File: src/rtl/jtframe_mist_pkg.sv
// Shared constants, FSM encodings and framing helpers for the MiST data-port downloader.
package jtframe_mist_pkg;

    localparam logic [7:0] UIO_FILE_TX     = 8'h53;
    localparam logic [7:0] UIO_FILE_TX_DAT = 8'h54;
    localparam logic [7:0] UIO_FILE_INDEX  = 8'h55;

    localparam logic [7:0] TX_START_ARG = 8'hFF;
    localparam logic [7:0] TX_END_ARG   = 8'h00;

    typedef enum logic [2:0] {
        ST_IDLE,
        ST_IDX,
        ST_START,
        ST_DATA,
        ST_END,
        ST_GAP,
        ST_FIN
    } dl_state_e;

    // Sub-phase inside any frame state: SS2-low setup, byte shifting, SCK-low tail.
    typedef enum logic [1:0] {
        PH_SETUP,
        PH_BYTES,
        PH_TAIL
    } frame_phase_e;

    function automatic logic [7:0] frame_cmd(input dl_state_e st);
        case (st)
            ST_IDX:  return UIO_FILE_INDEX;
            ST_DATA: return UIO_FILE_TX_DAT;
            default: return UIO_FILE_TX;
        endcase
    endfunction

    function automatic dl_state_e frame_after(input dl_state_e st, input logic len_zero);
        case (st)
            ST_IDX:   return ST_START;
            ST_START: return len_zero ? ST_END : ST_DATA;
            ST_DATA:  return ST_END;
            default:  return ST_FIN;
        endcase
    endfunction

endpackage

File: src/rtl/jtframe_spi_byte_tx.sv
// SPI mode-0 byte shifter, MSB first, with SCK divider and load/ready handshake.
// ready_o also rises on the final cycle of bit 0 so a queued byte follows with no extra gap.
module jtframe_spi_byte_tx #(
    parameter int SCK_DIV = 4
) (
    input  logic       clk_sys,
    input  logic       rst,
    input  logic       load_i,
    input  logic [7:0] data_i,
    output logic       ready_o,
    output logic       sck_o,
    output logic       di_o,
    output logic       last_bit_o
);

    localparam logic [7:0] DIV_LAST = 8'(SCK_DIV - 1);

    logic       busy_q, busy_d;
    logic       sck_q, sck_d;
    logic [2:0] bit_q, bit_d;
    logic [7:0] div_q, div_d;
    logic [7:0] sh_q, sh_d;
    logic       final_cycle;

    assign final_cycle = busy_q && (bit_q == 3'd0) && sck_q && (div_q == DIV_LAST);

    // NOTE: every next-state signal gets its default first so no path infers a latch.
    always_comb begin
        busy_d = busy_q;
        sck_d  = sck_q;
        bit_d  = bit_q;
        div_d  = div_q;
        sh_d   = sh_q;
        if ((!busy_q || final_cycle) && load_i) begin
            busy_d = 1'b1;
            sck_d  = 1'b0;
            bit_d  = 3'd7;
            div_d  = 8'd0;
            sh_d   = data_i;
        end else if (busy_q) begin
            if (div_q == DIV_LAST) begin
                div_d = 8'd0;
                if (!sck_q) begin
                    sck_d = 1'b1;
                end else begin
                    // DI only moves on the falling edge, keeping it stable while SCK is high.
                    sck_d = 1'b0;
                    if (bit_q == 3'd0) begin
                        busy_d = 1'b0;
                    end else begin
                        bit_d = bit_q - 3'd1;
                        sh_d  = {sh_q[6:0], 1'b0};
                    end
                end
            end else begin
                div_d = div_q + 8'd1;
            end
        end
    end

    // NOTE: sequential state uses non-blocking assignments only; reset is synchronous.
    always_ff @(posedge clk_sys) begin
        if (rst) begin
            busy_q <= 1'b0;
            sck_q  <= 1'b0;
            bit_q  <= 3'd0;
            div_q  <= 8'd0;
            sh_q   <= 8'd0;
        end else begin
            busy_q <= busy_d;
            sck_q  <= sck_d;
            bit_q  <= bit_d;
            div_q  <= div_d;
            sh_q   <= sh_d;
        end
    end

    assign ready_o    = !busy_q || final_cycle;
    assign sck_o      = sck_q;
    assign di_o       = sh_q[7];
    assign last_bit_o = busy_q && (bit_q == 3'd0);

endmodule

File: src/rtl/jtframe_mist_dlsend.sv
// Streams a file into a MiST core's SPI data port: [INDEX,] START, DATA, END frames.
// Define JTFRAME_DLSEND_INDEX_EN to emit the INDEX frame ahead of START.
module jtframe_mist_dlsend
    import jtframe_mist_pkg::*;
#(
    parameter int SCK_DIV = 4,
    parameter int SS_GAP  = 8
) (
    input  logic        clk_sys,
    input  logic        rst,
    input  logic        start,
    input  logic [7:0]  index,
    input  logic [24:0] len,
    output logic        src_req,
    output logic [24:0] src_addr,
    input  logic        src_ack,
    input  logic [7:0]  src_data,
    output logic        SPI_SCK,
    output logic        SPI_SS2,
    output logic        SPI_DI,
    output logic        busy,
    output logic        done
);

    localparam logic [15:0] SCK_LAST = 16'(SCK_DIV - 1);
    localparam logic [15:0] GAP_LAST = 16'(SS_GAP - 1);

    dl_state_e    state_q, state_d, next_q, next_d;
    frame_phase_e phase_q, phase_d;
    logic [15:0]  cnt_q, cnt_d;
    logic [25:0]  byte_idx_q, byte_idx_d;
    logic [24:0]  len_q, len_d;
    logic         src_req_q, src_req_d;
    logic [24:0]  src_addr_q, src_addr_d;
    logic [7:0]   buf_q, buf_d;
    logic         buf_vld_q, buf_vld_d;
    logic         ss2_q, ss2_d;

    logic         tx_load, tx_ready, tx_last;
    logic [7:0]   tx_data;
    logic [25:0]  frame_total;
    logic [7:0]   idx_byte;

`ifdef JTFRAME_DLSEND_INDEX_EN
    localparam dl_state_e FIRST_FRAME = ST_IDX;
    logic [7:0] index_q;

    always_ff @(posedge clk_sys) begin
        if (rst)                                 index_q <= 8'd0;
        else if (state_q == ST_IDLE && start)    index_q <= index;
    end

    assign idx_byte = index_q;
`else
    localparam dl_state_e FIRST_FRAME = ST_START;
    logic unused_index;

    assign unused_index = ^index;
    assign idx_byte     = 8'h00;
`endif

    assign frame_total = (state_q == ST_DATA) ? ({1'b0, len_q} + 26'd1) : 26'd2;

    always_comb begin
        state_d    = state_q;
        next_d     = next_q;
        phase_d    = phase_q;
        cnt_d      = cnt_q;
        byte_idx_d = byte_idx_q;
        len_d      = len_q;
        src_addr_d = src_addr_q;
        buf_d      = buf_q;
        buf_vld_d  = buf_vld_q;
        tx_load    = 1'b0;
        tx_data    = 8'h00;

        case (state_q)
            ST_IDLE: begin
                if (start) begin
                    state_d    = FIRST_FRAME;
                    phase_d    = PH_SETUP;
                    cnt_d      = 16'd0;
                    byte_idx_d = 26'd0;
                    len_d      = len;
                    src_addr_d = 25'd0;
                    buf_vld_d  = 1'b0;
                end
            end
            ST_IDX, ST_START, ST_DATA, ST_END: begin
                case (phase_q)
                    PH_SETUP: begin
                        if (cnt_q == GAP_LAST) begin
                            phase_d = PH_BYTES;
                            cnt_d   = 16'd0;
                        end else begin
                            cnt_d = cnt_q + 16'd1;
                        end
                    end
                    PH_BYTES: begin
                        if (byte_idx_q == frame_total) begin
                            // Wait for the final bit to leave before starting the tail.
                            if (tx_ready && !tx_last) begin
                                phase_d = PH_TAIL;
                                cnt_d   = 16'd0;
                            end
                        end else if (tx_ready) begin
                            if (byte_idx_q == 26'd0) begin
                                tx_load    = 1'b1;
                                tx_data    = frame_cmd(state_q);
                                byte_idx_d = byte_idx_q + 26'd1;
                            end else if (state_q != ST_DATA) begin
                                tx_load    = 1'b1;
                                tx_data    = (state_q == ST_IDX)   ? idx_byte :
                                             (state_q == ST_START) ? TX_START_ARG : TX_END_ARG;
                                byte_idx_d = byte_idx_q + 26'd1;
                            end else if (buf_vld_q) begin
                                tx_load    = 1'b1;
                                tx_data    = buf_q;
                                buf_vld_d  = 1'b0;
                                byte_idx_d = byte_idx_q + 26'd1;
                            end
                        end
                    end
                    default: begin
                        if (cnt_q == SCK_LAST) begin
                            state_d = ST_GAP;
                            next_d  = frame_after(state_q, len_q == 25'd0);
                            cnt_d   = 16'd0;
                        end else begin
                            cnt_d = cnt_q + 16'd1;
                        end
                    end
                endcase
            end
            ST_GAP: begin
                if (cnt_q == GAP_LAST) begin
                    state_d    = next_q;
                    phase_d    = PH_SETUP;
                    cnt_d      = 16'd0;
                    byte_idx_d = 26'd0;
                end else begin
                    cnt_d = cnt_q + 16'd1;
                end
            end
            default: state_d = ST_IDLE;
        endcase

        // One-byte prefetch buffer: the next byte is fetched while the current one shifts.
        src_req_d = (state_q == ST_DATA) && !buf_vld_q && (src_addr_q < len_q) &&
                    !(src_req_q && src_ack);
        if (src_req_q && src_ack) begin
            buf_d      = src_data;
            buf_vld_d  = 1'b1;
            src_addr_d = src_addr_q + 25'd1;
        end

        ss2_d = !(state_d inside {ST_IDX, ST_START, ST_DATA, ST_END});
    end

    always_ff @(posedge clk_sys) begin
        if (rst) begin
            state_q    <= ST_IDLE;
            next_q     <= ST_IDLE;
            phase_q    <= PH_SETUP;
            cnt_q      <= 16'd0;
            byte_idx_q <= 26'd0;
            len_q      <= 25'd0;
            src_req_q  <= 1'b0;
            src_addr_q <= 25'd0;
            buf_q      <= 8'd0;
            buf_vld_q  <= 1'b0;
            ss2_q      <= 1'b1;
        end else begin
            state_q    <= state_d;
            next_q     <= next_d;
            phase_q    <= phase_d;
            cnt_q      <= cnt_d;
            byte_idx_q <= byte_idx_d;
            len_q      <= len_d;
            src_req_q  <= src_req_d;
            src_addr_q <= src_addr_d;
            buf_q      <= buf_d;
            buf_vld_q  <= buf_vld_d;
            ss2_q      <= ss2_d;
        end
    end

    jtframe_spi_byte_tx #(
        .SCK_DIV    (SCK_DIV)
    ) u_tx (
        .clk_sys    (clk_sys),
        .rst        (rst),
        .load_i     (tx_load),
        .data_i     (tx_data),
        .ready_o    (tx_ready),
        .sck_o      (SPI_SCK),
        .di_o       (SPI_DI),
        .last_bit_o (tx_last)
    );

    assign src_req  = src_req_q;
    assign src_addr = src_addr_q;
    assign SPI_SS2  = ss2_q;
    assign busy     = (state_q != ST_IDLE);
    assign done     = (state_q == ST_FIN);

endmodule

File: config.mk
export PLATFORM = sky130hd
export DESIGN_NAME = jtframe_mist_dlsend
export DESIGN_NICKNAME = d
export VERILOG_FILES = /design/src/rtl/jtframe_mist_pkg.sv /design/src/rtl/jtframe_spi_byte_tx.sv /design/src/rtl/jtframe_mist_dlsend.sv
export SDC_FILE = /design/constraint.sdc
export NUM_CORES = 1
export LEC_CHECK = 0
export ABC_AREA = 1
export CORE_UTILIZATION = 64
export DETAILED_ROUTE_END_ITERATION = 12
export GPL_ROUTABILITY_DRIVEN = 0
export PLACE_DENSITY = 0.95
export SLEW_MARGIN = 20
export SYNTH_ARGS = -nofsm -noshare
export SYNTH_HDL_FRONTEND = slang
export SYNTH_SLANG_ARGS = --single-unit
File: constraint.sdc
create_clock -name clk_sys -period 4.7 [get_ports clk_sys]
set_clock_uncertainty 0.2 [all_clocks]
set_input_delay 0.94 -clock clk_sys [delete_from_list [all_inputs] [get_ports clk_sys]]
set_output_delay 0.94 -clock clk_sys [all_outputs]
set_load 0.005 [all_outputs]
==> summary.txt, run 1 <==
Timing
  – Slew Limit Fails: 0
  – Max-slew headroom: 37.1%
  – Fin crit share: roughly 72%
  – FMAX: around 0.29 GHz
  – Worst hold slack: 0.265 ns
  – Slew @ Worst Pin: ~0.93 ns
  – Setup WS post-layout: 1.31 ns
  – Final setup vio count: 0
  – Fin. Hold Viols: 0
  – RSZ-0062 raised after global routing: false
  – Fin crit period: 3.39 ns
  – Setup TNS: 0 ns

Floorplan
  – Die Ht: ~120 microns
  – Num rows: 43
  – Core outline area: 13,900 sq um
  – Die Wd: 122 microns
  – Initial Util: 65.8%
  – IO Count: 76
  – Die ar.: about 15,000 sq um

Clocking
  – Number of setup buffers added after CTS: 0
  – Worst-path clk slew: 0.07 ns
  – CTS root buffer: clkbuf_16
  – CTS Hold Bufs: 0
  – TritonCTS clock tree: yes
  – Max clock buf depth: 2
  – Htree depth: 4
  – Total clock sinks: 132
  – Clk_lat worst skew: 0.44 ns
  – Post-cts sizing count: 0
  – CTS Buf Count: 17

Pwr
  – Total power: between 2 and 3 mW
  – Max rail drop VDD: 0.000282 V
  – PD cells: between 200 and 300 nW/um^2
  – Pleak: 3.96 nW

Hold path
  – HP Start: cnt_q[6]
  – Worst hold path class: reg -> reg
  – Hold Path Stages: 2
  – Hold EP: cnt_q[6]

Run
  – # Max-Cap Violations: 0

Placement
  – Placement Cell Area: around 9900 sq um
  – DP HPWL: 18,600 microns
  – Placed cells: 1,640
  – Dpl ws: 1.01 ns
  – Port bufs: 67

GRT
  – Initial antenna violation count: 0
  – Grt ovf: 0
  – First-pass GRT wire length: 43,700 microns
  – Total Routing Usage GR: 36.9%
  – Vias in the first global route: 9,380
  – Largest net degree at the start of global routing: 66

Setup path
  – Reg-to-Reg End: byte_idx_q[23]
  – Critical path launch point type: input pin
  – Worst r2r src: byte_idx_q[0]
  – Critical path endpoint category: flip-flop
  – Crit path arrival time: 3.51 ns
  – CP max FO: 22
  – Reg2Reg Depth: 13
  – Kind of critical path: in -> reg
  – R2R Setup Slk: between 1 and 1.5 ns
  – Worst EP required: 4.82 ns

Route
  – DRT iter0 DRCs: 1,238
  – Residual DRC count: 0
  – Vias post-DR: 10.3k
  – Via-to-Cell Ratio: 6.15
  – Final wirelength: 26,900 microns
  – DR WL/cell: 16.1 microns
  – Pre-antenna DRT Iters: 9
  – DRT antenna net count: 0

Yosys
  – Syn Area/Cell: about 6.4 sq um
  – #FFs+latches synth: 132
  – Synth Net Count: about 1.5k
  – Total of warnings raised by yosys: 0
  – Netlist Area Pre-Place: 9170 sq um
  – FFs w/ async S/R, synth: 0%
  – EDFF count, synth: 0
  – Cell variety after synth: 48
  – Cell count after synthesis: roughly 1.4k
  – Top FF cell, synth: dfxtp_1
  – Post-synthesis sequential area ratio: between 20 and 30%

Cells and area
  – Non-Filler Instances: 1,672
  – Post-Layout Inst Area: 10,500 sq um
  – Nets: 1,557
  – Ant. Diodes: 0
  – Filler Cell Count: 1,029
  – Share of layout cells above drive strength 1: under 10%
  – Final Core Density: 75.2%
  – Area Growth Syn to Fin: 14.4%

Run status
  – Run status: finished clean
cell usage in the layout (no fill, tap or decap), drive strengths merged:
cell type and count:
nor4 17, nor2 199, a211oi 6, nand4 55
nand2 339, clkinv 7, nor4b 1, bufinv 3
buf 8, a22oi 3, mux2i 1, ha 33
xor2 36, a31oi 3, clkinvlp 2, xnor2 4
o311a 1, or2 3, nor3 31, a311oi 1
and3 1, nand3b 1, inv 159, nand3 133
nor3b 4, or3 1, dfxtp 132, o2111ai 2
o22ai 2, a221oi 3, o21ai 78, o221a 1
clkdlybuf4s50 66, o211ai 4, a21oi 133, clkbuf 18
o221ai 1
area by class of cell:
class | instances | area [sq um] | area share (%)
sequential | 132 | 2640 | 25.2
multi-input combinational | 1097 | 5700 | 54.3
tap | 180 | 225 | 2.15
timing repair buffer | 74 | 718 | 6.85
clock inverter | 14 | 175 | 1.67
inverter | 157 | 589 | 5.62
clock buffer | 18 | 439 | 4.19
how the worst max path moves through the flow:
stage | end | start | cells after the start
2_1_floorplan | cnt_q[9] | len_q[1] | 17
3_3_place_gp | src_addr[14] | src_ack | 9
3_5_place_dp | src_addr[14] | src_ack | 9
4_1_cts | src_addr[14] | src_ack | 9
5_1_grt | src_addr[14] | src_ack | 9
6_report | src_addr[14] | src_ack | 9
report_power, final:
group          total [mW]  internal [mW]  switching (mW)
combinational       0.331          0.104           0.227
clock                1.40          0.854           0.550
sequential           1.18           1.15          0.0356
total                2.92           2.11           0.812
logic make-up after synthesis:
kind of cell | Yosys count | share of synthesized area [%]
multiplexers | 1 | 0.109
AND/OR/NAND/NOR | 785 | 39.1
buffers and inverters | 206 | 9.04
adder cells (fa/ha/maj) | 33 | 4.50
AO/OA/AOI/OAI | 238 | 14.6
flip-flops | 132 | 28.8
XOR/XNOR | 40 | 3.82
cell usage after synthesis (all sizes together) (6+ instances only):
cell    instances  area (sq um)
nand2         339          1410
xor2           36           315
nor3           31           155
nand4          55           344
nor4           17           113
clkbuf         34           129
inv           155           582
o21ai          78           390
dfxtp         132          2640
buf            15           110
nand3         133           671
ha             33           413
a21oi         133           741
a211oi          6          45.0
nor2          199           815
critical path, cell delays in order:
cell,delay (ns)
clkdlybuf4s50_1,0.40
nand2_1,0.59
clkinv_1,0.53
nor2_1,0.33
inv_1,0.30
nand2_1,0.13
inv_1,0.04
o21ai_0,0.17
a21oi_1,0.06
per-layer routing:
layer / share of wire [%] / track usage, %
met5: 0 / 0
met3: 8.9 / 7.07
met1: 41 / 47.3
met4: 3.7 / 17.0
met2: 46 / 59.6
state kept, by name, indices dropped and copies added (netlist names), 2 cells and up:
name,cells
byte_idx_q,26
len_q,25
src_addr,25
cnt_q,16
buf_q,8
u_tx.div_q,8
u_tx.sh_q,8
next_q,3
state_q,3
u_tx.bit_q,3
phase_q,2
(Power assumes the default switching activity.)
==> run 2, diff against run 1 <==
--- a/config.mk
+++ b/config.mk
@@ -6,10 +6,10 @@
 export NUM_CORES = 1
 export LEC_CHECK = 0
 export ABC_AREA = 1
-export CORE_UTILIZATION = 64
+export CORE_UTILIZATION = 59
 export DETAILED_ROUTE_END_ITERATION = 12
 export GPL_ROUTABILITY_DRIVEN = 0
-export PLACE_DENSITY = 0.95
+export PLACE_DENSITY = 0.93
 export SLEW_MARGIN = 20
 export SYNTH_ARGS = -nofsm -noshare
 export SYNTH_HDL_FRONTEND = slang
==> constraint.sdc (replaced) <==
create_clock -name clk_sys -period 3.4 [get_ports clk_sys]
set_clock_uncertainty 0.2 [all_clocks]
set_input_delay 0.68 -clock clk_sys [delete_from_list [all_inputs] [get_ports clk_sys]]
set_output_delay 0.68 -clock clk_sys [all_outputs]
set_load 0.005 [all_outputs]
==> summary.txt, run 2 (same netlist as run 1, synthesis figures left out) <==
Route
  – DRT iter0 DRCs: 1,314
  – Via-to-Cell Ratio: 6.14
  – DR WL/cell: 16.2 microns
  – Pre-antenna DRT Iters: 7
  – DRT antenna net count: 0
  – Final wirelength: 27,400 microns
  – Residual DRC count: 0
  – Vias post-DR: 10.4k

Placement
  – DP HPWL: roughly 19,000 microns
  – Port bufs: 67

Timing
  – Fin. Hold Viols: 0
  – Slew @ Worst Pin: 0.859 ns
  – FMAX: 0.314 GHz
  – Worst hold slack: around 0.26 ns
  – Fin crit period: between 3 and 4 ns
  – Slew Limit Fails: 0
  – Setup TNS: 0 ns
  – Final setup vio count: 0
  – Max-slew headroom: 42.8%
  – Fin crit share: 93.6%

Hold path
  – Worst hold path class: reg -> reg

GRT
  – Initial antenna violation count: 0
  – Met1 GRT Util: 42.5%
  – Total Routing Usage GR: 34.2%
  – GR Layer Usage met3: 7.34%
  – Grt ovf: 0
  – M2 GR Usage: a little under three fifths
  – Largest net degree at the start of global routing: 65
  – Busiest layer in global routing: met2
  – First-pass GRT wire length: 44,200 microns
  – Vias in the first global route: 9,408

Cells and area
  – Commonest non-fill, non-tap cell in the layout: nand2_1
  – Largest register by flop count: byte_idx_q
  – Max reg flops: 26
  – Most frequent cells in the layout: 303 x nand2_1, 186 x nor2_1, 147 x inv_1
  – Nets: 1,565
  – Area Growth Syn to Fin: 15.6%
  – Share of layout cells above drive strength 1: 8.67%
  – Filler Cell Count: 1,185
  – Ant. Diodes: 0

Pwr
  – Max rail drop VDD: 0.000363 V
  – PD cells: 387 nW/um^2
  – Clock network power share: 48.7%
  – Seq pwr share: 39.9%
  – Sw frac: a little over a quarter
  – Pleak: about 4 nW
  – P_sw: 1.12 mW
  – Combinational power share: 11.5%
  – Internal cell power: 2.98 mW
  – Total power: 4.10 mW

Clocking
  – CTS Buf Count: 17
  – Worst-path clk slew: around 0.06 ns
  – Htree depth: 4
  – CTS Hold Bufs: 0
  – Total clock sinks: 132
  – CTS root buffer: clkbuf_16
  – TritonCTS clock tree: yes
  – Max clock buf depth: 2
  – Clk_lat worst skew: ~0.44 ns
  – Number of setup buffers added after CTS: 0

Setup path
  – CP max FO: 13
  – Critical path launch point type: flip-flop
  – Worst EP required: about 3.6 ns
  – Crit path arrival time: 3.34 ns
  – Kind of critical path: reg -> reg
  – Critical path endpoint category: flip-flop

Floorplan
  – Die ar.: 16,000 sq um
  – Num rows: 45
  – Core outline area: 15,200 sq um
  – Die Ht: 127 microns
  – IO Count: between 70 and 80
  – Initial Util: 60.3%
  – Die Wd: 127 microns

Run
  – # Max-Cap Violations: 0

Run status
  – Run status: finished clean
[run 2: final timing paths]
check             depth (start not counted)  slack (ns)          start           end
hold reg to reg                           2        0.26      next_q[0]     next_q[0]
hold / removal                            2        0.26      next_q[0]     next_q[0]
setup reg to reg                         14        0.22  byte_idx_q[0]  u_tx.sh_q[0]
setup / recovery                         14        0.22  byte_idx_q[0]  u_tx.sh_q[0]
[run 2: stage by stage]
stage	setup slack, ns	cell area [sq um]	std cells	utilization, %
2_1_floorplan	0.931	9170	1435	-
3_5_place_dp	0.283	9950	1655	65.4
4_1_cts	0.265	10600	1687	69.5
5_1_grt	-0.0128	10600	1688	69.7
3_3_place_gp	0.377	9950	1655	65.4
6_report	0.217	10600	1688	69.7
[run 2: area by class of cell]
class / instances / area (sq um) / share of cell area (%)
multi-input cells: 1098 / 5720 / 54.0
flip-flops and latches: 132 / 2640 / 24.9
repair buffers: 81 / 783 / 7.39
inverters: 157 / 589 / 5.56
clock buffers: 20 / 447 / 4.22
well taps: 188 / 235 / 2.22
clock inverters: 12 / 179 / 1.69
[run 2: critical path, stage by stage, from the launching register on]
cell and delay, ns:
dfxtp_1 0.36, inv_1 0.21, ha_1 0.22, nand2_1 0.06
nor4_1 0.33, nand2_1 0.27, inv_2 0.15, nor2_1 0.06
inv_1 0.09, nor2_1 0.09, nor2_1 0.28, nand3_4 0.23
nor2_1 0.30, nand2_1 0.11, a21oi_1 0.14
[run 2: repair_timing]
item / CTS / global route
setup endpoints to repair: 0 / 5
endpoints found under the hold margin: 0 / 0
resized for setup: 0 / 2
[run 2: per-layer routing]
metal  wire (microns)  vias to the layer above  part of all wire, %
li1                 -                     4893                    -
met1            11100                     4742                   40
met2            12600                      601                   46
met3             2530                      122                  9.2
met5                0                        -                    0
met4             1230                        0                  4.5
[run 2: power by group through the flow]
stage	sequential, mW	clock (mW)	combinational, mW
final	1.64	2.00	0.470
after global routing	1.64	2.06	0.511
after CTS	1.63	1.98	0.449
after detailed placement	1.66	0	0.438
after global placement	1.66	0	0.424
after floorplan	1.65	0	0.316
